--- src/rtl/ao_spc_arbiter.sv ---
// Round-robin arbiter that funnels NUM_REQ SPC register-bus masters onto the AOPB external slot.
// Define AO_SPC_ARB_TIMEOUT_EN to build in the transfer watchdog (otherwise GRANT waits forever).

package ao_spc_arbiter_pkg;

  typedef struct packed {
    logic        valid;
    logic        write;
    logic [31:0] addr;
    logic [31:0] wdata;
    logic [3:0]  wstrb;
  } reg_req_t;

  typedef struct packed {
    logic        ready;
    logic [31:0] rdata;
    logic        error;
  } reg_rsp_t;

endpackage

module ao_spc_arbiter
  import ao_spc_arbiter_pkg::*;
#(
  parameter int unsigned NUM_REQ        = 2,
  parameter int unsigned TIMEOUT_CYCLES = 255
) (
  input  logic                     clk_gen,
  input  logic                     rst_n,
  input  reg_req_t [NUM_REQ-1:0]   spc_req_i,
  output reg_rsp_t [NUM_REQ-1:0]   spc_rsp_o,
  output reg_req_t                 aopb_req_o,
  input  reg_rsp_t                 aopb_rsp_i,
  output logic     [NUM_REQ-1:0]   grant_o,
  output logic                     busy_o,
  output logic                     timeout_o
);

  localparam int unsigned IdxW = $clog2(NUM_REQ);

  typedef enum logic [0:0] {StIdle, StGrant} state_e;

  state_e          state_q, state_d;
  logic [IdxW-1:0] owner_q, owner_d;
  logic [IdxW-1:0] last_q, last_d;
  logic [IdxW-1:0] winner, cand;
  logic            any_valid;
  logic            complete;

`ifdef AO_SPC_ARB_TIMEOUT_EN
  logic [15:0] cnt_q, cnt_d;
`else
  logic [31:0] unused_timeout;
  assign unused_timeout = TIMEOUT_CYCLES;
`endif

  // First valid index searched upward from the one after the last winner.
  always_comb begin
    winner    = '0;
    cand      = '0;
    any_valid = 1'b0;
    for (int unsigned k = 1; k <= NUM_REQ; k++) begin
      cand = IdxW'((32'(last_q) + k) % NUM_REQ);
      if (!any_valid && spc_req_i[cand].valid) begin
        winner    = cand;
        any_valid = 1'b1;
      end
    end
  end

  always_comb begin
    state_d    = state_q;
    owner_d    = owner_q;
    last_d     = last_q;
    spc_rsp_o  = '0;
    aopb_req_o = '0;
    grant_o    = '0;
    busy_o     = 1'b0;
    timeout_o  = 1'b0;
    complete   = 1'b0;
`ifdef AO_SPC_ARB_TIMEOUT_EN
    cnt_d      = cnt_q;
`endif

    unique case (state_q)
      StIdle: begin
        if (any_valid) begin
          state_d = StGrant;
          owner_d = winner;
`ifdef AO_SPC_ARB_TIMEOUT_EN
          cnt_d   = '0;
`endif
        end
      end

      StGrant: begin
        busy_o              = 1'b1;
        grant_o[owner_q]    = 1'b1;
        aopb_req_o          = spc_req_i[owner_q];
        spc_rsp_o[owner_q]  = aopb_rsp_i;
        complete            = spc_req_i[owner_q].valid & aopb_rsp_i.ready;
        // Completion wins over a watchdog expiry in the same cycle.
        if (complete || !spc_req_i[owner_q].valid) begin
          state_d = StIdle;
          last_d  = owner_q;
        end
`ifdef AO_SPC_ARB_TIMEOUT_EN
        else if (cnt_q == 16'(TIMEOUT_CYCLES)) begin
          spc_rsp_o[owner_q] = '{ready: 1'b1, rdata: 32'h0, error: 1'b1};
          aopb_req_o.valid   = 1'b0;
          timeout_o          = 1'b1;
          state_d            = StIdle;
          last_d             = owner_q;
        end else begin
          cnt_d = cnt_q + 16'd1;
        end
`endif
      end

      default: state_d = StIdle;
    endcase
  end

  always_ff @(posedge clk_gen or negedge rst_n) begin
    if (!rst_n) begin
      state_q <= StIdle;
      owner_q <= '0;
      last_q  <= IdxW'(NUM_REQ - 1);
    end else begin
      state_q <= state_d;
      owner_q <= owner_d;
      last_q  <= last_d;
    end
  end

`ifdef AO_SPC_ARB_TIMEOUT_EN
  always_ff @(posedge clk_gen or negedge rst_n) begin
    if (!rst_n) begin
      cnt_q <= '0;
    end else begin
      cnt_q <= cnt_d;
    end
  end
`endif

endmodule

--- config.mk ---
export PLATFORM = sky130hd
export DESIGN_NAME = ao_spc_arbiter
export DESIGN_NICKNAME = d
export VERILOG_FILES = /design/src/rtl/ao_spc_arbiter.sv
export SDC_FILE = /design/constraint.sdc
export NUM_CORES = 1
export LEC_CHECK = 0
export BUFFER_PORTS_ARGS = -buffer_cell sky130_fd_sc_hd__buf_4
export CAP_MARGIN = 20
export CORE_AREA = 2 2 125 127
export DETAILED_ROUTE_END_ITERATION = 12
export DIE_AREA = 0 0 127 129
export GPL_ROUTABILITY_DRIVEN = 0
export PLACE_DENSITY = 0.45
export SYNTH_ARGS = -nofsm -noshare
export SYNTH_HDL_FRONTEND = slang
export SYNTH_SLANG_ARGS = --single-unit
--- constraint.sdc ---
create_clock -name clk_gen -period 1.2 [get_ports clk_gen]
set_input_delay 0.18 -clock clk_gen [delete_from_list [all_inputs] [get_ports clk_gen]]
set_output_delay 0.18 -clock clk_gen [all_outputs]
set_load 0.02 [all_outputs]
==> key figures <==
Floorplanning
  • Initial Utilization: 11.62%
  • Die W: 127 µm
  • Die area: 0.01638 mm²
  • I/O pins: 318
  • CORE AREA: 0.01498 mm²
  • FP Rows: 45
  • DIE HEIGHT: 129 µm

Final layout
  • Layout net count: 751
  • ANT cells: 0
  • Most frequent cells in the layout: 289 x buf_4, 64 x nor2_1, 63 x mux2i_1
  • Commonest non-fill, non-tap cell in the layout: buf_4
  • Ratio of cells with drive above 1 in the final layout: 71.95%
  • Area grow syn2layout: 187.5%
  • Finished Layout Cells: 762
  • Core Util, Final: 33.41%

Placement
  • PortBufs: 316
  • Hpwl dp: 8607 µm
  • Dpl cells: 744

Global route
  • Antenna violations before repair: 0
  • Remaining Overflow, GRT: 0
  • Met3 Use GR: 2.786%
  • Total Routing Usage GR: 11.37%
  • M1 GR Usage: 11.46%
  • GR peak layer: met2
  • Vias in the first global route: 3025
  • Met2 Track Usage GR: 23.43%
  • First-pass GRT wire length: 15150 µm
  • Pin count of the biggest net entering global routing: 32

Power
  • PD cells: 1899 mW/mm²
  • Clk pwr share: 5.5%
  • Register share of total power: 2.6%
  • Sw frac: 47.40%
  • Lkg Pwr: 2.741 nW
  • Max VDD drop: 0.7300 mV
  • P_sw: 4.503 mW
  • Power Internal: 4.998 mW
  • Combinational Power Share: 91.9%
  • Tot Pwr: 9.501 mW

Synth
  • Largest cells by area after synthesis: mux2i_1 40%, nor2_1 16%, and2_1 12%, and3_1 12%, buf_6 5.2%
  • Synth area leader: mux2i_1
  • Seq/Total Area, Yosys: 4.385%
  • Syn Nets: 430
  • Synthesized cell area: 0.001740 mm²
  • Syn_area_per_cell: 6.852 µm²
  • Syn Inst Count: 254
  • Post-synthesis cell type count: 21
  • Yosys warnings: 0
  • Share of Yosys cell area claimed by the top area cell type: 40.26%
  • Seq cells post-synth: 3

STA
  • Period utilisation layout: 137.3%
  • Final hold violation count: 0
  • Max Slew Vio Count: 0
  • Clk_skew: 0.0005157 ns
  • Clock period minus worst slack: 1.648 ns
  • Fin worst setup slack: -0.4478 ns
  • Fmax: 606.9 MHz
  • Final count of negative-setup-slack endpoints: 142
  • Worst Hold Slack: 0.2108 ns
  • RSZ-0062 raised after global routing: true

Worst setup path
  • Worst R2R Start: owner_q$_DFFE_PN0P_
  • Reg2Reg Capture Point: state_q$_DFF_PN0_
  • FF-to-FF path depth: 4
  • WP data arrival: 1.47 ns
  • Crit end category: primary output
  • CP max FO: 10
  • Type of the worst setup path: register to primary output
  • Startpoint type of the worst setup path: register
  • R2r setup slk: -0.01 ns
  • Worst Path Required: 1.02 ns

Drt
  • Post-route ant nets: 0
  • DR DRC count: 0
  • DR vias/cell: 3.997
  • Per-cell routed wire length: 14.01 µm
  • WL final: 10670 µm
  • Pre-Repair DR Iteration Count: 4
  • Via count: 3046
  • Initial DRC Count: 56

Clock network
  • Clock transition at path regs: 0.03 ns
  • H-tree Lvls: 1
  • CTS buffer count: 3
  • CTS sink cnt: 3
  • Root buf cell: clkbuf_16
  • Worst-Skew Late Latency: 0.22 ns
  • CTS tree: done
  • Bufs on Longest Clock Path: 2

Hold path
  • Hold path startpoint: aopb_rsp_i[33]
  • Hold Path Sink: state_q$_DFF_PN0_
  • Worst Hold Depth: 2
  • Worst hold path class: input pin to register

Run
  • Max cap viols: 0

Run status
  • Status: finished, violations left
  • Violated checks: setup timing
==> cell usage after synthesis <==
| library cell | number |
|---|---|
| conb_1 | 1 |
| a32o_1 | 1 |
| nor2_1 | 72 |
| dfstp_2 | 1 |
| clkbuf_2 | 3 |
| nand3b_1 | 1 |
| o22ai_1 | 1 |
| dfrtp_1 | 2 |
| nor2_4 | 1 |
| nand2_1 | 3 |
| o21ai_0 | 1 |
| clkbuf_1 | 4 |
| o21ai_1 | 1 |
| and2_1 | 34 |
| buf_4 | 4 |
| inv_1 | 2 |
| and3_1 | 34 |
| buf_6 | 8 |
| buf_2 | 9 |
| nand3_1 | 1 |
| mux2i_1 | 70 |
==> kinds of logic after synthesis <==
family	after synthesis	share of synthesized area, %
DFF	3	4.386
other	1	0.2155
AOI/OAI and AO/OA	4	1.509
muxes	70	40.26
buffers and inverters	30	11.65
and+or+nand+nor	146	41.98
==> worst max path at each step <==
stage                              from             end  slack [ns]  depth (start not counted)
floorplan             state_q$_DFF_PN0_  aopb_req_o[11]       -0.12                          4
global placement    owner_q$_DFFE_PN0P_   spc_rsp_o[22]       -0.27                          5
detailed placement  owner_q$_DFFE_PN0P_   spc_rsp_o[21]       -0.28                          5
CTS                 owner_q$_DFFE_PN0P_   spc_rsp_o[25]       -0.47                          5
global route        owner_q$_DFFE_PN0P_   spc_rsp_o[25]       -0.51                          5
finish              owner_q$_DFFE_PN0P_   spc_rsp_o[32]       -0.45                          5
==> timing repair <==
item,in CTS,in global routing
resized for setup,64,19
buffers inserted,6,3
endpoints found under the setup margin,143,144
pin swaps,1,2
hold buffers,1,0
cloned,3,2
hold endpoints to repair,3,0
==> registers in the layout, summed over array words and instances (netlist names) <==
name and count:
state_q 1, owner_q 1, last_q 1
==> stage by stage <==
step	TNS [ns]	setup WS (ns)	cell area [µm²]
after global routing	-58.99	-0.5121	5004
final	-51.31	-0.4478	5004
after CTS	-54.22	-0.4687	4906
after floorplan	-7.801	-0.1238	1852
after detailed placement	-21.64	-0.2823	4429
after global placement	-20.13	-0.2669	4429
==> metal layers <==
| metal | up-vias | part of all wire [%] |
|---|---|---|
| li1 | 1490 | - |
| met1 | 1349 | 34 |
| met2 | 203 | 55 |
| met3 | 4 | 10 |
| met4 | 0 | 0.69 |
| met5 | - | 0 |
==> worst max-delay path: stages (launching register included) <==
cell	delay [ns]
dfrtp_4	0.51
buf_12	0.16
nor2_4	0.13
buf_4	0.17
and2_2	0.15
buf_4	0.13
==> cell type report <==
cell class	instances	area (µm²)
clock buffers	4	78.83
fillers	1563	9973
inverters	2	12.51
multi-input cells	221	1683
flip-flops and latches	3	81.33
well taps	188	235.2
repair buffers	344	2913
==> power by group through the flow <==
stage	clock network, mW	logic, mW	registers [mW]
3_5_place_dp	0	7.58	0.232
3_3_place_gp	0	7.59	0.228
4_1_cts	0.527	8.62	0.240
6_report	0.523	8.73	0.251
5_1_grt	0.541	9.28	0.262
2_1_floorplan	0	4.68	0.194
Note: power is estimated with default switching activity, not from simulation.
